==> src/rtl/irq_pending_encoder_pkg.sv <==
// Shared constants and FSM state type for the IRQ pending encoder.
package irq_enc_pkg;

    localparam int N = 16;
    localparam int W = 4;

    typedef enum logic [0:0] {
        IDLE  = 1'b0,
        OFFER = 1'b1
    } state_t;

endpackage

==> src/rtl/irq_pending_encoder_if.sv <==
// Valid/ready handshake carrying the offered interrupt code.
interface irq_pending_encoder_if;
    import irq_enc_pkg::*;

    logic [W-1:0] y;
    logic         valid;
    logic         ready;

    modport master (output y, output valid, input ready);
    modport slave  (input y, input valid, output ready);

endinterface

==> src/rtl/irq_pending_encoder_priority_enc16.sv <==
// Combinational 16-to-4 priority encoder: highest set index wins.
module priority_enc16
    import irq_enc_pkg::*;
(
    input  logic [N-1:0] req_vec,
    output logic [W-1:0] y,
    output logic         any
);

    // Ascending scan so the last (highest) set index overrides lower ones
    always_comb begin
        y = {W{1'b0}};
        for (int k = 0; k < N; k++) begin
            y = req_vec[k] ? W'(k) : y;
        end
        any = |req_vec;
    end

endmodule

==> src/rtl/irq_pending_encoder.sv <==
// Captures request rising edges into a pending register and offers the
// highest unmasked pending index over a valid/ready handshake.
module irq_pending_encoder
    import irq_enc_pkg::*;
(
    input  logic                  clk,
    input  logic                  rst,
    input  logic                  en,
    input  logic [N-1:0]          i,
    input  logic [N-1:0]          mask,
    irq_pending_encoder_if.master bus,
    output logic [N-1:0]          pending,
    output logic                  overflow
);

    logic [N-1:0] i_q_r;
    logic [N-1:0] pending_r;
    logic [N-1:0] rise_s;
    logic [N-1:0] clr_s;
    logic [N-1:0] cand_s;
    logic [W-1:0] win_s;
    logic [W-1:0] y_r;
    logic         any_s;
    logic         valid_r;
    logic         overflow_r;
    logic         accept_s;
    state_t       state_r;

    priority_enc16 u_prio (
        .req_vec (cand_s),
        .y       (win_s),
        .any     (any_s)
    );

    // Edge detect, one-hot clear of the accepted code, and selection candidates
    always_comb begin
        rise_s   = i & ~i_q_r;
        accept_s = (state_r == OFFER) && bus.ready;
        if (accept_s) begin
            clr_s = {{(N-1){1'b0}}, 1'b1} << y_r;
        end else begin
            clr_s = {N{1'b0}};
        end
        cand_s   = pending_r & ~mask;
    end

    // Pending/overflow bookkeeping and the IDLE/OFFER handshake FSM
    always_ff @(posedge clk or posedge rst) begin
        if (rst) begin
            i_q_r      <= {N{1'b0}};
            pending_r  <= {N{1'b0}};
            overflow_r <= 1'b0;
            y_r        <= {W{1'b0}};
            valid_r    <= 1'b0;
            state_r    <= IDLE;
        end else begin
            i_q_r      <= i;
            // A new rise re-sets a bit even when it is cleared by acceptance
            pending_r  <= (pending_r & ~clr_s) | rise_s;
            overflow_r <= |(rise_s & pending_r & ~clr_s);
            case (state_r)
                IDLE: begin
                    if (en && any_s) begin
                        y_r     <= win_s;
                        valid_r <= 1'b1;
                        state_r <= OFFER;
                    end else begin
                        valid_r <= 1'b0;
                    end
                end
                OFFER: begin
                    if (bus.ready) begin
                        valid_r <= 1'b0;
                        state_r <= IDLE;
                    end else begin
                        valid_r <= 1'b1;
                    end
                end
                default: begin
                    valid_r <= 1'b0;
                    state_r <= IDLE;
                end
            endcase
        end
    end

    assign bus.y     = y_r;
    assign bus.valid = valid_r;
    assign pending   = pending_r;
    assign overflow  = overflow_r;

endmodule

==> src/flat_wrapper.sv <==
// flat-port wrapper written by rule: the top's interface ports become plain ports
module irq_pending_encoder_flat import irq_enc_pkg::*;
  (clk, rst, en, i, mask, pending, overflow, bus_y, bus_valid, bus_ready);
  irq_pending_encoder_if bus_i ();
  input  logic clk;
  input  logic rst;
  input  logic en;
  input  logic [N-1:0] i;
  input  logic [N-1:0] mask;
  output logic [N-1:0] pending;
  output logic overflow;
  output wire logic [$bits(bus_i.y)-1:0] bus_y;
  output wire logic [$bits(bus_i.valid)-1:0] bus_valid;
  input wire logic [$bits(bus_i.ready)-1:0] bus_ready;
  assign bus_y = bus_i.y;
  assign bus_valid = bus_i.valid;
  assign bus_i.ready = bus_ready;
  irq_pending_encoder u_core (.clk(clk), .rst(rst), .en(en), .i(i), .mask(mask), .bus(bus_i), .pending(pending), .overflow(overflow));
endmodule
==> config.mk <==
export PLATFORM = sky130hd
export DESIGN_NAME = irq_pending_encoder_flat
export DESIGN_NICKNAME = d
export VERILOG_FILES = /design/src/rtl/irq_pending_encoder_pkg.sv /design/src/rtl/irq_pending_encoder_if.sv /design/src/rtl/irq_pending_encoder_priority_enc16.sv /design/src/rtl/irq_pending_encoder.sv /design/src/flat_wrapper.sv
export SDC_FILE = /design/constraint.sdc
export NUM_CORES = 1
export LEC_CHECK = 0
export CORE_ASPECT_RATIO = 0.5
export CORE_MARGIN = 2
export CORE_UTILIZATION = 25
export DETAILED_ROUTE_END_ITERATION = 16
export DONT_BUFFER_PORTS = 1
export GPL_ROUTABILITY_DRIVEN = 0
export GPL_TIMING_DRIVEN = 0
export MAX_ROUTING_LAYER = met4
export PLACE_DENSITY_LB_ADDON = 0.3
export REMOVE_ABC_BUFFERS = 1
export SKIP_LAST_GASP = 1
export SLEW_MARGIN = 20
export SYNTH_ARGS = -nofsm -noshare
export SYNTH_HDL_FRONTEND = slang
export SYNTH_SLANG_ARGS = --single-unit
==> constraint.sdc <==
create_clock -name clk -period 2.75 [get_ports clk]
set_input_delay 0.55 -clock clk [delete_from_list [all_inputs] [get_ports clk]]
set_output_delay 0.55 -clock clk [all_outputs]
set_load 0.01 [all_outputs]
==> qor.csv, run 1 <==
stage,metric,value,unit
finish,Multi-input gate area,764,µm²
finish,fin nets,202,
setup_path,Top delay family on crit path,simple AND/OR/NAND/NOR gates,
logic_synthesis,"Primary FF master, synth",dfrtp_1,
hold_path,Hold WC Path Type,primary input to async pin,
timing,endpoints failing hold,0,
floorplanning,Ports,58,
clock_network,TritonCTS clock tree,built,
clock_network,# clock sinks,38,
outcome,status,"finished, final reports clean",
setup_path,crit path DAT,2.04,ns
clock_network,Post-CTS Resized,0,
floorplanning,die area,7660,µm²
timing,count of final setup violators,0,
routing,Routed Wire Length,4.28,mm
global_route,GRT overflow,0,
logic_synthesis,Seq cells post-synth,38,
finish,register area,951,µm²
placement,hpwl dp,3.45,mm
logic_synthesis,cell area after synthesis,1730,µm²
run,Max-Cap Viols,0,
routing,DR vias,1193,
finish,P&R area growth vs syn,16.3,%
clock_network,post-cts hold buffer count,0,
timing,RSZ-0062 raised after global routing,no,
timing,Least-Margin Pin Slew,0.378,ns
global_route,vias in the first global route,1276,
timing,clock skew,0.00295,ns
global_route,first-pass GRT wire length,6.82,mm
routing,drc violations,0,
global_route,initial antenna violation count,0,
timing,hold slack,0.0658,ns
clock_network,H-Tree Depth,2,
finish,antenna diode count,0,
setup_path,Worst EP required,2.89,ns
setup_path,worst-path fanout max,6,
routing,initial drt markers,46,
setup_path,CP startpoint kind,register,
finish,# fillers,696,
clock_network,clk buf depth,2,
logic_synthesis,top post-synthesis cells by area,"dfrtp_1, nand2b_1, o21ai_0",
setup_path,CP max stage delay,0.46,ns
finish,final instance area,2020,µm²
setup_path,crit path cell chain,nand4b_1 -> o21ai_0 -> o22ai_1 -> nor4_1 -> nand2_1,
finish,ratio of cells with drive above 1 in the final layout,0.138,
pwr,leakage power,0.770,nW
clock_network,Clock Tree Root,clkbuf_16,
timing,period utilization,0.690,
floorplanning,Initial Utilization,0.259,
floorplanning,Rows,21,
clock_network,Num CTS Buffers,5,
floorplanning,core region area,6700,µm²
clock_network,clk_lat worst skew,0.27,ns
logic_synthesis,asr flop ratio synth,1.00,
pwr,worst vdd ir,0.000213,V
placement,DP Worst Slack,0.855,ns
logic_synthesis,synthesized instance count,158,
pwr,PwrDens,732,nW/µm²
timing,fin. max-slew vios,0,
logic_synthesis,Synth top area share,0.548,
floorplanning,chip width,122,µm
logic_synthesis,synth warn,0,
logic_synthesis,number of synthesized flops with an enable pin,0,
placement,placed cell area,1870,µm²
logic_synthesis,Syn Area/Cell,11.0,µm²
floorplanning,die height,62.9,µm
clock_network,clk slew on worst S/H paths,0.05,ns
global_route,total track usage,0.123,
timing,Slew HR,0.746,
routing,DR WL/cell,16.5,µm
setup_path,Critical Path Slowest Stage Cell,dfrtp_1,
routing,routed vias/inst,4.61,
timing,max frequency,527,MHz
routing,DR pass1 iterations,4,
pwr,Power Total,0.00148,W
setup_path,Worst setup EP type,register,
setup_path,crit path buf inv count,0,
setup_path,kind of critical path,register to register,
clock_network,Post-CTS Setup Inserts,0,
timing,Sum Neg Setup Slack,0,ns
timing,Period minus WS final,1.90,ns
global_route,largest net degree at the start of global routing,31,
routing,Post-DRT Antenna Nets,0,
logic_synthesis,sequential share of the synthesized area,0.548,
placement,I/O Buffers,0,
logic_synthesis,post-synth cell types,33,
logic_synthesis,Synth area leader,dfrtp_1,
timing,final setup margin,0.852,ns
-- sequential cells by signal (all words and copies together), names as in the netlist --
register and cells:
u_core.bus.valid 1, u_core.i_q_r 16, u_core.bus.y 4, u_core.overflow 1, u_core.pending 16
-- worst paths after layout --
check	from	end	slack (ns)	cells after the start
min	rst	u_core.i_q_r[7]	0.07	1
max reg2reg	u_core.bus.y[2]	u_core.overflow	0.85	5
min in group clk	i[7]	u_core.i_q_r[7]	0.30	0
max	u_core.bus.y[2]	u_core.overflow	0.85	5
min reg2reg	u_core.i_q_r[8]	u_core.pending[8]	0.51	2
max in group asynchronous	rst	u_core.bus.y[0]	2.27	2
-- cells by family after synthesis --
logic type | count (synthesis) | synth area share
and+or+nand+nor | 73 | 0.275
DFF | 38 | 0.548
buffers and inverters | 5 | 0.0108
AOI/OAI and AO/OA | 40 | 0.152
muxes | 2 | 0.0144
-- synth_stat cells, types with 2 or more instances --
cell type,n
nor2b_2,4
inv_1,5
a21oi_1,4
nor2b_1,5
o22ai_1,8
nor2_1,5
nand2_1,20
nand4b_1,2
nor4_1,3
nor4_4,2
nor2b_4,3
a21o_1,2
and2b_1,3
o21ai_1,2
dfrtp_1,38
o21ai_0,16
nand2b_1,20
-- through the flow --
step | util | std cells
finish | 0.301 | 259
global route | 0.301 | 259
CTS | 0.301 | 259
detailed placement | 0.279 | 251
global placement | 0.276 | 250
floorplan | - | 158
-- layer usage --
| layer | vias up | GRT usage | part of all wire |
|---|---|---|---|
| li1 | 576 | - | - |
| met1 | 580 | 0.140 | 0.43 |
| met2 | 28 | 0.201 | 0.48 |
| met3 | 9 | 0.0447 | 0.070 |
| met4 | 0 | 0.0388 | 0.016 |
| met5 | - | - | 0 |
-- area by class of cell --
class                   count  share of cell area
inverters                   5             0.00931
clock inverters             1             0.00248
clock buffers               7              0.0707
well taps                  92              0.0571
repair buffers              1             0.00993
flip-flops and latches     38               0.471
multi-input cells         115               0.379
-- report_power, final --
group / total (W) / internal (W) / switching, W
logic: 0.000223 / 0.0000930 / 0.000130
clock network: 0.000563 / 0.000359 / 0.000204
registers: 0.000690 / 0.000614 / 0.0000764
total: 0.00148 / 0.00107 / 0.000410
-- layout by cell type (no fill, tap or decap), types with 2 or more instances in the layout --
| master | Yosys | routed |
|---|---|---|
| a21oi_1 | 4 | 4 |
| nand4b_1 | 2 | 2 |
| a21o_1 | 2 | 2 |
| nand2_1 | 20 | 20 |
| o21ai_0 | 16 | 16 |
| nor2b_4 | 3 | 3 |
| dfrtp_1 | 38 | 38 |
| nand2b_1 | 20 | 20 |
| nor2_1 | 5 | 5 |
| nor2b_1 | 5 | 5 |
| nor4_4 | 2 | 2 |
| nor4_1 | 3 | 3 |
| o21ai_1 | 2 | 2 |
| clkbuf_16 | 0 | 5 |
| nor2b_2 | 4 | 4 |
| inv_1 | 5 | 4 |
| o22ai_1 | 8 | 8 |
| and2b_1 | 3 | 3 |
Power figures use the tool's default switching activity.
==> run 2: changes to the inputs <==
Clock period 2.75 ns to 1.6 ns, I/O delays scaled along.
==> run 2 against run 1 <==
The flow now finishes with violations (negative setup slack). Worst setup slack worse by 0.93 ns. Power grew 80%. Sequential share of layout area decreased by 3.4 points. Non-clock buffer count is 9 higher. Critical endpoint is now u_core.bus.y[1]. Critical path depth decreased by 1. Die area did not move. Clock power increased by 71%. Final area rose by 8.6%. Via count grew 3.3%.
==> qor.csv, run 2 (synthesized netlist as in run 1, its figures left out) <==
stage,metric,value,unit
timing,count of final setup violators,3,
floorplanning,die height,62.9,µm
finish,Finished Layout Cells,268,
finish,antenna diode count,0,
finish,"commonest non-fill, non-tap cell in the layout",dfrtp_1,
pwr,worst vdd ir,0.000391,V
timing,Slew HR,0.746,
clock_network,clk_lat worst skew,0.27,ns
hold_path,Hold WC Path Type,primary input to register,
routing,routed vias/inst,4.60,
clock_network,TritonCTS clock tree,built,
routing,Post-DRT Antenna Nets,0,
run,Max-Cap Viols,0,
clock_network,Clock Tree Root,clkbuf_16,
clock_network,clk buf depth,2,
floorplanning,chip width,122,µm
setup_path,Worst setup EP type,register,
global_route,first-pass GRT wire length,7.02,mm
placement,hpwl dp,3.45,mm
timing,fin. max-slew vios,0,
setup_path,kind of critical path,register to register,
floorplanning,Initial Utilization,0.259,
setup_path,worst-path fanout max,5,
placement,I/O Buffers,0,
routing,Routed Wire Length,4.35,mm
placement,DP Worst Slack,-0.295,ns
floorplanning,Rows,21,
clock_network,Num CTS Buffers,5,
routing,DR WL/cell,16.2,µm
pwr,Power Total,0.00265,W
timing,max frequency,598,MHz
outcome,status,"finished, violations left",
global_route,vias in the first global route,1323,
pwr,PwrDens,1210,nW/µm²
floorplanning,core region area,6700,µm²
timing,RSZ-0062 raised after global routing,yes,
timing,Least-Margin Pin Slew,0.376,ns
timing,Sum Neg Setup Slack,-0.156,ns
setup_path,CP startpoint kind,register,
outcome,failing checks,negative setup slack,
finish,P&R area growth vs syn,26.3,%
timing,clock skew,0.00246,ns
placement,placed cell count,251,
timing,period utilization,1.05,
global_route,initial antenna violation count,0,
floorplanning,die area,7660,µm²
pwr,leakage power,0.850,nW
finish,most frequent cells in the layout,"dfrtp_1, nand2b_1, nand2_1, o21ai_1",
setup_path,crit path DAT,1.83,ns
timing,final setup margin,-0.0736,ns
global_route,total track usage,0.125,
routing,initial drt markers,47,
finish,# fillers,686,
finish,ratio of cells with drive above 1 in the final layout,0.290,
timing,Period minus WS final,1.67,ns
timing,endpoints failing hold,0,
clock_network,# clock sinks,38,
clock_network,H-Tree Depth,2,
finish,fin nets,211,
global_route,GRT overflow,0,
clock_network,clk slew on worst S/H paths,0.05,ns
routing,DR vias,1232,
routing,DR pass1 iterations,4,
global_route,largest net degree at the start of global routing,31,
routing,drc violations,0,
setup_path,Worst EP required,1.76,ns
floorplanning,Ports,58,
[run 2: cell types whose count changed in the layout (fill, tap and decap cells not counted), sizes merged]
cell,delta
dlygate4sd3,+1
buf,+8
[run 2: power by group]
part	leakage [nW]	switching [W]	total [W]	internal, W
clock network	0.0739	0.000348	0.000965	0.000617
logic	0.385	0.000263	0.000483	0.000220
registers	0.391	0.000140	0.00120	0.00106
total	0.850	0.000751	0.00265	0.00190
[run 2: critical path: stages, from the launching register on]
cell	delay (ns)
dfrtp_1	0.45
nor2b_4	0.19
nor4_4	0.32
a41o_2	0.29
mux2_4	0.30
[run 2: final timing paths]
kind,start,to,slack (ns),cells after the start
setup / recovery,u_core.pending[11],u_core.bus.y[1],-0.07,4
hold / removal,i[7],u_core.i_q_r[7],0.07,0
setup reg to reg,u_core.pending[11],u_core.bus.y[1],-0.07,4
max in group asynchronous,rst,u_core.bus.y[0],0.77,3
hold reg to reg,u_core.i_q_r[8],u_core.pending[8],0.51,2
min in group asynchronous,rst,u_core.i_q_r[7],0.41,2
[run 2: routing by layer]
layer	vias to the layer above	GRT usage	wire length, µm
li1	595	-	-
met1	608	0.144	1830
met2	24	0.203	2140
met3	5	0.0456	320
met4	0	0.0431	55
met5	-	-	0
[run 2: repair_timing]
item | 4_1_cts | 5_1_grt
resized for setup | 28 | 11
endpoints found under the hold margin | 8 | 0
setup buffers | 4 | 4
endpoints found under the setup margin | 4 | 5
pin swaps | 4 | 8
hold buffers | 1 | 0
[run 2: layout make-up]
type                    count  area [µm²]  area share
multi-input cells         115         857       0.391
clock buffers               7         143      0.0651
inverters                   5        18.8     0.00857
repair buffers             10        93.8      0.0428
flip-flops and latches     38         958       0.437
clock inverters             1        5.00     0.00228
well taps                  92         115      0.0525
[run 2: through the flow]
| step | hold WS (ns) | area [µm²] | util |
|---|---|---|---|
| detailed placement | 0.132 | 1870 | 0.279 |
| CTS | 0.0654 | 2120 | 0.317 |
| floorplan | 0.351 | 1730 | - |
| global route | 0.0587 | 2190 | 0.327 |
| finish | 0.0696 | 2190 | 0.327 |
| global placement | 0.352 | 1850 | 0.276 |
==> run 3: changes to the inputs <==
Clock period 1.6 ns to 1.48 ns, I/O delays scaled along.
==> run 3 against run 2 <==
The run still ends with negative setup slack left. Utilization did not move. Global-route usage unchanged. Wire length stayed put. Combinational power rose by 8.1%. Non-clock buffer count did not move. Via count unchanged. Flip-flop and latch count did not move. Fmax stayed put. Die area did not move. Critical path type unchanged.
==> qor.csv, run 3 (synthesized netlist as in run 1, its figures left out) <==
stage,metric,value,unit
clock_network,TritonCTS clock tree,built,
clock_network,clk_lat worst skew,0.27,ns
finish,# fillers,686,
pwr,worst vdd ir,0.000423,V
finish,final core occ,0.327,
finish,fin nets,211,
floorplanning,core region area,6700,µm²
routing,initial drt markers,47,
global_route,vias in the first global route,1321,
routing,routed vias/inst,4.60,
global_route,total track usage,0.125,
setup_path,reg2reg path depth,4,
timing,final setup margin,-0.194,ns
floorplanning,Initial Utilization,0.259,
floorplanning,die area,7660,µm²
placement,I/O Buffers,0,
timing,Slew HR,0.746,
pwr,Power Total,0.00286,W
timing,fin. max-slew vios,0,
hold_path,Hold EP,u_core.i_q_r[7],
timing,hold slack,0.0456,ns
setup_path,worst-path fanout max,5,
placement,placed cell count,251,
clock_network,Clock Tree Root,clkbuf_16,
pwr,PwrDens,1310,nW/µm²
clock_network,clk buf depth,2,
routing,drc violations,0,
outcome,failing checks,negative setup slack,
global_route,largest net degree at the start of global routing,31,
timing,Least-Margin Pin Slew,0.376,ns
run,Max-Cap Viols,0,
clock_network,# clock sinks,38,
timing,endpoints failing hold,0,
floorplanning,Rows,21,
setup_path,r2r endpoint,u_core.bus.y[1],
timing,max frequency,598,MHz
finish,ratio of cells with drive above 1 in the final layout,0.290,
hold_path,hold depth,0,
floorplanning,Ports,58,
hold_path,Hold WC Path Type,primary input to register,
clock_network,H-Tree Depth,2,
finish,most frequent cells in the layout,"dfrtp_1, nand2b_1, nand2_1, o21ai_1",
placement,hpwl dp,3.45,mm
clock_network,clk slew on worst S/H paths,0.05,ns
routing,Post-DRT Antenna Nets,0,
timing,clock skew,0.00246,ns
finish,Finished Layout Cells,268,
global_route,initial antenna violation count,0,
timing,period utilization,1.13,
timing,RSZ-0062 raised after global routing,yes,
finish,antenna diode count,0,
finish,"commonest non-fill, non-tap cell in the layout",dfrtp_1,
routing,DR vias,1232,
setup_path,reg2reg start,u_core.pending[11],
setup_path,Worst EP required,1.64,ns
setup_path,CP startpoint kind,register,
timing,count of final setup violators,5,
routing,DR pass1 iterations,4,
timing,Period minus WS final,1.67,ns
global_route,first-pass GRT wire length,7.02,mm
hold_path,min-delay src,i[7],
finish,P&R area growth vs syn,26.3,%
outcome,status,"finished, violations left",
setup_path,"reg-to-reg slack, setup",-0.19,ns
floorplanning,die height,62.9,µm
floorplanning,chip width,122,µm
clock_network,Num CTS Buffers,5,
setup_path,kind of critical path,register to register,
setup_path,crit path DAT,1.83,ns
routing,Routed Wire Length,4.35,mm
pwr,leakage power,0.850,nW
routing,DR WL/cell,16.2,µm
setup_path,Worst setup EP type,register,
global_route,GRT overflow,0,
[run 3: cell counts in the layout (fill, tap and decap cells not counted)]
Identical to the previous run, type by type.
[run 3: routing by layer]
metal	up-vias	GRT usage	part of all wire
li1	595	-	-
met1	608	0.144	0.42
met2	24	0.203	0.49
met3	5	0.0456	0.074
met4	0	0.0431	0.013
met5	-	-	0
[run 3: worst max-delay path, stage by stage, from the launching register on]
cell and delay [ns]:
dfrtp_1 0.45, nor2b_4 0.19, nor4_4 0.32, a41o_2 0.29
mux2_4 0.30
[run 3: power by group]
part / leakage [nW] / switching, W / total [W] / internal [W]
clock network: 0.0739 / 0.000377 / 0.00104 / 0.000667
registers: 0.391 / 0.000151 / 0.00130 / 0.00115
logic: 0.385 / 0.000284 / 0.000522 / 0.000238
total: 0.850 / 0.000812 / 0.00286 / 0.00205
[run 3: stage by stage]
| step | cell area, µm² | setup slack, ns | TNS (ns) |
|---|---|---|---|
| after detailed placement | 1870 | -0.415 | -1.09 |
| after CTS | 2120 | -0.189 | -0.692 |
| after global routing | 2190 | -0.284 | -1.15 |
| final | 2190 | -0.194 | -0.695 |
| after global placement | 1850 | -0.399 | -5.05 |
| after floorplan | 1730 | -0.0917 | -0.0917 |
[run 3: how the worst max path moves through the flow]
stage                                 end          startpoint  slack, ns  cells past startpoint
final                     u_core.bus.y[1]  u_core.pending[11]      -0.19                      4
after global routing      u_core.overflow     u_core.bus.y[2]      -0.28                      6
after CTS                 u_core.bus.y[1]   u_core.pending[1]      -0.19                      4
after detailed placement  u_core.overflow     u_core.bus.y[2]      -0.42                      5
after global placement    u_core.overflow     u_core.bus.y[2]      -0.40                      5
after floorplan           u_core.bus.y[1]   u_core.pending[2]      -0.09                      4
[run 3: repair_timing]
action,in CTS,in global routing
hold buffers,1,0
hold endpoints to repair,8,0
cloned,0,0
buffers inserted,4,4
pin swaps,4,8
resized for setup,28,11
setup endpoints to repair,5,5
[run 3: area by class of cell]
cell class                 instances  area, µm²  share of cell area
timing repair buffer              10       93.8              0.0428
multi-input combinational        115        857               0.391
clock inverter                     1       5.00             0.00228
inverter                           5       18.8             0.00857
clock buffer                       7        143              0.0651
tap                               92        115              0.0525
sequential                        38        958               0.437
